<file path="src/rtl/timekeeper_pkg.sv">
// Shared constants and the alarm state type for the time-of-day keeper.
package timekeeper_pkg;

    localparam logic [5:0] SEC_MAX = 6'd59;
    localparam logic [5:0] MIN_MAX = 6'd59;
    localparam logic [4:0] HR_MAX  = 5'd23;

    typedef enum logic {
        IDLE    = 1'b0,
        RINGING = 1'b1
    } alarm_state_e;

endpackage

</file>
<file path="src/rtl/tick_timekeeper_edge_sync.sv">
// Brings an asynchronous slow square wave into the clk domain and emits a
// one-cycle pulse on each of its rising edges; falling edges are ignored.
module edge_sync #(
    parameter int SYNC_STAGES = 2
) (
    input  logic clk,
    input  logic rst,
    input  logic async_in,
    output logic rise
);

    logic [SYNC_STAGES-1:0] sync_q, sync_d;
    logic                   hist_q, hist_d;

    // Shift the input through the synchronizer chain; the history flop holds the previous synchronized level.
    always_comb begin
        sync_d = {sync_q[SYNC_STAGES-2:0], async_in};
        hist_d = sync_q[SYNC_STAGES-1];
    end

    // Synchronizer and history registers, cleared by the asynchronous reset.
    always_ff @(posedge clk or negedge rst) begin
        if (!rst) begin
            sync_q <= '0;
            hist_q <= 1'b0;
        end else begin
            sync_q <= sync_d;
            hist_q <= hist_d;
        end
    end

    assign rise = sync_q[SYNC_STAGES-1] & ~hist_q;

endmodule

</file>
<file path="src/rtl/tick_timekeeper.sv">
// Time-of-day keeper: turns synchronized slow_in rising edges into seconds,
// keeps hh:mm:ss, handles set loads and runs the alarm ring state machine.
module tick_timekeeper
    import timekeeper_pkg::*;
#(
    parameter int SYNC_STAGES   = 2,
    parameter int EDGES_PER_SEC = 1,
    parameter int RING_SECS     = 60
) (
    input  logic       clk,
    input  logic       rst,
    input  logic       slow_in,
    input  logic       set_en,
    input  logic [4:0] set_hh,
    input  logic [5:0] set_mm,
    input  logic       alarm_en,
    input  logic [4:0] alarm_hh,
    input  logic [5:0] alarm_mm,
    input  logic       stop,
    output logic [4:0] hh,
    output logic [5:0] mm,
    output logic [5:0] ss,
    output logic       sec_tick,
    output logic       set_err,
    output logic       ringing
);

    localparam int CNT_W  = $clog2(EDGES_PER_SEC + 1);
    localparam int RING_W = $clog2(RING_SECS + 1);
    localparam logic [CNT_W-1:0]  CNT_LAST  = CNT_W'(EDGES_PER_SEC - 1);
    localparam logic [RING_W-1:0] RING_LAST = RING_W'(RING_SECS - 1);

    logic              edge_p;
    logic              set_valid;
    logic              sec_elapse;
    logic              match;
    logic [4:0]        hh_inc;
    logic [5:0]        mm_inc, ss_inc;

    logic [CNT_W-1:0]  cnt_q, cnt_d;
    logic [4:0]        hh_q, hh_d;
    logic [5:0]        mm_q, mm_d;
    logic [5:0]        ss_q, ss_d;
    logic              sec_tick_q, sec_tick_d;
    logic              set_err_q, set_err_d;
    logic [RING_W-1:0] ring_cnt_q, ring_cnt_d;
    alarm_state_e      state_q, state_d;

    edge_sync #(
        .SYNC_STAGES(SYNC_STAGES)
    ) u_edge_sync (
        .clk     (clk),
        .rst     (rst),
        .async_in(slow_in),
        .rise    (edge_p)
    );

    // Next time value one second ahead, with the ss->mm->hh carry chain and midnight wrap.
    always_comb begin
        ss_inc = ss_q + 6'd1;
        mm_inc = mm_q;
        hh_inc = hh_q;
        if (ss_q == SEC_MAX) begin
            ss_inc = 6'd0;
            mm_inc = mm_q + 6'd1;
            if (mm_q == MIN_MAX) begin
                mm_inc = 6'd0;
                hh_inc = (hh_q == HR_MAX) ? 5'd0 : hh_q + 5'd1;
            end
        end
    end

    // Edge counting, set handling and time update; a valid load wins over a second elapsing.
    always_comb begin
        set_valid  = set_en && (set_hh <= HR_MAX) && (set_mm <= MIN_MAX);
        sec_elapse = edge_p && (cnt_q == CNT_LAST) && !set_valid;
        set_err_d  = set_en && !set_valid;
        sec_tick_d = sec_elapse;
        cnt_d      = cnt_q;
        hh_d       = hh_q;
        mm_d       = mm_q;
        ss_d       = ss_q;
        if (set_valid) begin
            cnt_d = '0;
            hh_d  = set_hh;
            mm_d  = set_mm;
            ss_d  = 6'd0;
        end else begin
            if (edge_p) begin
                cnt_d = (cnt_q == CNT_LAST) ? '0 : cnt_q + 1'b1;
            end
            if (sec_elapse) begin
                hh_d = hh_inc;
                mm_d = mm_inc;
                ss_d = ss_inc;
            end
        end
        match = sec_elapse && alarm_en && (ss_inc == 6'd0) &&
                (mm_inc == alarm_mm) && (hh_inc == alarm_hh);
    end

    // Alarm state transitions: start on a match, leave on stop, disarm or ring timeout.
    always_comb begin
        state_d    = state_q;
        ring_cnt_d = ring_cnt_q;
        case (state_q)
            IDLE: begin
                if (match && !stop) begin
                    state_d    = RINGING;
                    ring_cnt_d = '0;
                end
            end
            RINGING: begin
                if (stop || !alarm_en) begin
                    state_d = IDLE;
                end else if (sec_elapse) begin
                    if (ring_cnt_q == RING_LAST) begin
                        state_d = IDLE;
                    end else begin
                        ring_cnt_d = ring_cnt_q + 1'b1;
                    end
                end
            end
            default: state_d = IDLE;
        endcase
    end

    // All timekeeping and alarm registers, cleared asynchronously by reset.
    always_ff @(posedge clk or negedge rst) begin
        if (!rst) begin
            cnt_q      <= '0;
            hh_q       <= 5'd0;
            mm_q       <= 6'd0;
            ss_q       <= 6'd0;
            sec_tick_q <= 1'b0;
            set_err_q  <= 1'b0;
            ring_cnt_q <= '0;
            state_q    <= IDLE;
        end else begin
            cnt_q      <= cnt_d;
            hh_q       <= hh_d;
            mm_q       <= mm_d;
            ss_q       <= ss_d;
            sec_tick_q <= sec_tick_d;
            set_err_q  <= set_err_d;
            ring_cnt_q <= ring_cnt_d;
            state_q    <= state_d;
        end
    end

    assign hh       = hh_q;
    assign mm       = mm_q;
    assign ss       = ss_q;
    assign sec_tick = sec_tick_q;
    assign set_err  = set_err_q;
    assign ringing  = (state_q == RINGING);

endmodule
</file>
<file path="config.mk">
export PLATFORM = sky130hd
export DESIGN_NAME = tick_timekeeper
export DESIGN_NICKNAME = d
export VERILOG_FILES = /design/src/rtl/timekeeper_pkg.sv /design/src/rtl/tick_timekeeper_edge_sync.sv /design/src/rtl/tick_timekeeper.sv
export SDC_FILE = /design/constraint.sdc
export NUM_CORES = 1
export LEC_CHECK = 0
export BUFFER_PORTS_ARGS = -buffer_cell sky130_fd_sc_hd__buf_2
export CAP_MARGIN = 20
export CORE_MARGIN = 5
export CORE_UTILIZATION = 29
export CTS_CLUSTER_SIZE = 20
export DETAILED_ROUTE_END_ITERATION = 16
export SLEW_MARGIN = 25
export SYNTH_ARGS = -nofsm -noshare
export SYNTH_HDL_FRONTEND = slang
export SYNTH_SLANG_ARGS = --single-unit
</file>
<file path="constraint.sdc">
create_clock -name clk -period 4.65 [get_ports clk]
set_input_delay 0.93 -clock clk [delete_from_list [all_inputs] [get_ports clk]]
set_output_delay 0.93 -clock clk [all_outputs]
set_load 0.005 [all_outputs]
</file>
==> summary.txt <==
Worst hold path
  – Type of the worst min-delay path: reg2reg

Clock tree
  – CTS Hold Buffers Added: 0
  – Clk Tree Root Cell: clkbuf_8
  – CTS tree: built
  – Worst-path clk slew: 70 ps
  – Clk Latency, worst-skew pair: 290 ps
  – CTS max path bufs: 2
  – Cts bufs inserted: 5
  – CTS Sinks: 29
  – # H-tree levels: 2
  – Setup bufs post-CTS: 0
  – PostCTS Resize Cnt: 0

Power
  – Pleak: 1.07 nW
  – Final Total Pwr: 657 uW
  – Max VDD drop: 117 uV
  – Power Dens Cells: 270 nW/um2

STA
  – Fmax: 0.310 GHz
  – Slew headroom: 54.0%
  – Final Cycle Share: 69.3%
  – Setup ws final: 1430 ps
  – Hold Vio Cnt, Final: 0
  – Tmin final: 3220 ps
  – Clk_skew: 9.66 ps
  – Post-route setup TNS: 0 ps
  – Final Max Tran Viols: 0
  – Worst-Margin Slew: 684 ps
  – Final setup viols: 0
  – RSZ-0062 raised after global routing: no

Die
  – # IOs: 48
  – Initial core utilization: 30.1%
  – Die height: 94.2 um
  – Die width: 94.2 um
  – Row cnt: 30
  – Core area: 6830 um2
  – Full die area: 8870 um2

Synth
  – Post-synth EDFFs: 0
  – Library cells used by synthesis: 53
  – Sequential cell area fraction in the yosys report: 35.3%
  – Cell Area, Synth: 2050 um2
  – Synth warn: 0
  – #FFs+latches synth: 29
  – Avg Inst Size Synth: 8.52 um2
  – Ys async rst share: 100%
  – Syn Inst Count: 241
  – Top_reg_cell synth: dfrtp_1
  – Mapped Nets: 274

Setup path
  – CP required: 4820 ps
  – CP arrival: 3390 ps
  – Buf+Inv Stages, Crit Path: 0
  – Crit path largest cell delay: 680 ps
  – Slowest stage cell, crit path: nor4_1
  – CP endpoint kind: flip-flop
  – Crit-path cells: ha_1 -> nand2b_1 -> nor4_1 -> mux2i_1 -> nand4_1 -> a2111oi_0 -> and4b_2 -> a21oi_2 -> a211o_1
  – Critical path peak fanout: 7
  – Delay-heaviest family, CP: simple AND/OR/NAND/NOR gates
  – R2R Setup Slk: 1430 ps
  – Setup crit start kind: flip-flop
  – Critical path class: reg2reg

Placement
  – Placed cell area: 2350 um2
  – Pre-CTS WS: 1530 ps
  – Final GP Congestion: 0.849
  – Detailed Place HPWL: 4.37 mm
  – PortBufs: 47

Global routing
  – GRT Total Usage: 14.1%
  – Initial antenna violation count: 0
  – Overflow after GRT: 0
  – Largest net degree at the start of global routing: 30
  – Vias in the first global route: 1992
  – First-pass GRT wire length: 9.89 mm

Layout
  – Layout Cell Area excl Fill: 2440 um2
  – Diodes inserted: 0
  – Fillcell total: 741
  – P&R area growth vs syn: 18.6%
  – Most frequent cells in the layout: buf_2 (47), dfrtp_1 (29), nand2_1 (27)
  – Commonest non-fill, non-tap cell in the layout: buf_2
  – Share of layout cells above drive strength 1: 23.2%
  – Final net count: 316

Drt
  – Routed Antenna Nets: 0
  – 1st-iter DRT viols: 93
  – DR pass1 iterations: 4
  – Final wirelength: 5.96 mm
  – Vias per cell: 5.30
  – Avg WL per Cell: 15.7 um
  – DRC: 0
  – Vias: 2014

Run status
  – Outcome: complete, no violations

Flow run
  – # Max-Cap Violations: 0
[state kept, by name, summed over array words and instances, names as in the netlist, 2 cells and up]
register and cells:
u_edge_sync.sync_q 2, mm 6, ss 6, hh 5
ring_cnt_q 6
[worst register-to-register path, delay by kind of cell, from the launching register on]
kind | cells | cell delay (ps)
multiplexers | 1 | 260
AO/OA/AOI/OAI | 3 | 760
flip-flops | 1 | 440
adder cells (fa/ha/maj) | 1 | 310
AND/OR/NAND/NOR | 4 | 1350
[Yosys cell counts, drive strengths merged, types with 2 or more instances]
| cell | n | share of area [%] |
|---|---|---|
| dfrtp | 29 | 35 |
| nand2 | 28 | 5.5 |
| nor2 | 18 | 3.3 |
| o21ai | 18 | 4.4 |
| a21oi | 14 | 3.6 |
| nand3 | 11 | 2.7 |
| mux2i | 10 | 4.9 |
| nor3 | 9 | 2.4 |
| xnor2 | 9 | 3.8 |
| clkbuf | 8 | 1.5 |
| nand4 | 8 | 2.4 |
| inv | 7 | 1.3 |
| nor4 | 7 | 2.9 |
| and3 | 6 | 1.8 |
| buf | 5 | 1.8 |
| ha | 5 | 3.0 |
| a31oi | 4 | 1.2 |
| a2111oi | 3 | 1.6 |
| a211o | 3 | 1.3 |
| nand2b | 3 | 0.91 |
| nor2b | 3 | 0.91 |
| o2111ai | 3 | 1.3 |
| xor2 | 3 | 1.3 |
| a21o | 2 | 0.73 |
| and2 | 2 | 0.61 |
| nand3b | 2 | 0.73 |
| nand4b | 2 | 0.85 |
| o31ai | 2 | 0.73 |
[power by group]
part | internal, mW | leakage (nW) | total, mW | switching (mW)
Clock | 0.103 | 0.0439 | 0.209 | 0.106
Combinational | 0.0641 | 0.664 | 0.146 | 0.0817
Sequential | 0.270 | 0.363 | 0.303 | 0.0330
Total | 0.437 | 1.07 | 0.657 | 0.220
[logic make-up after synthesis]
kind of cell,after synthesis,synth area share (%)
mux,10,4.87
simple gates,104,27.2
compound gates,61,19.9
fa+ha+maj,5,3.05
xor+xnor,12,5.12
flops,29,35.3
buf+inv,20,4.57
[metal layers]
layer  up-vias  GRT usage, %  share of wire, %
met5         -             0                 0
met4         0          3.73               1.1
met3         8          3.04               4.2
met2        59          23.0                47
met1       970          18.8                47
li1        977             -                 -
[per-stage QoR]
| step | utilization (%) | cells | hold slack, ps |
|---|---|---|---|
| 3_5_place_dp | 34.4 | 372 | 336 |
| 3_3_place_gp | 34.4 | 372 | 334 |
| 4_1_cts | 35.7 | 380 | 350 |
| 5_1_grt | 35.7 | 380 | 373 |
| 2_1_floorplan | - | 241 | 331 |
| 6_report | 35.7 | 380 | 349 |
[final timing paths]
path / start / endpoint / cells after the start
min in group asynchronous: rst / hh[1] / 1
min reg2reg: u_edge_sync.sync_q[0] / u_edge_sync.sync_q[1] / 0
max: ss[0] / ring_cnt_q[4] / 9
max reg2reg: ss[0] / ring_cnt_q[4] / 9
max in group asynchronous: rst / mm[4] / 1
min: u_edge_sync.sync_q[0] / u_edge_sync.sync_q[1] / 0
[layout make-up]
class / instances / area (um2) / share of cell area (%)
inverters: 7 / 26.3 / 1.08
flip-flops and latches: 29 / 726 / 29.8
well taps: 96 / 120 / 4.93
repair buffers: 48 / 243 / 9.96
multi-input cells: 192 / 1230 / 50.7
clock inverters: 3 / 17.5 / 0.719
clock buffers: 5 / 68.8 / 2.82
No activity file was read; power rests on OpenSTA's default activity.
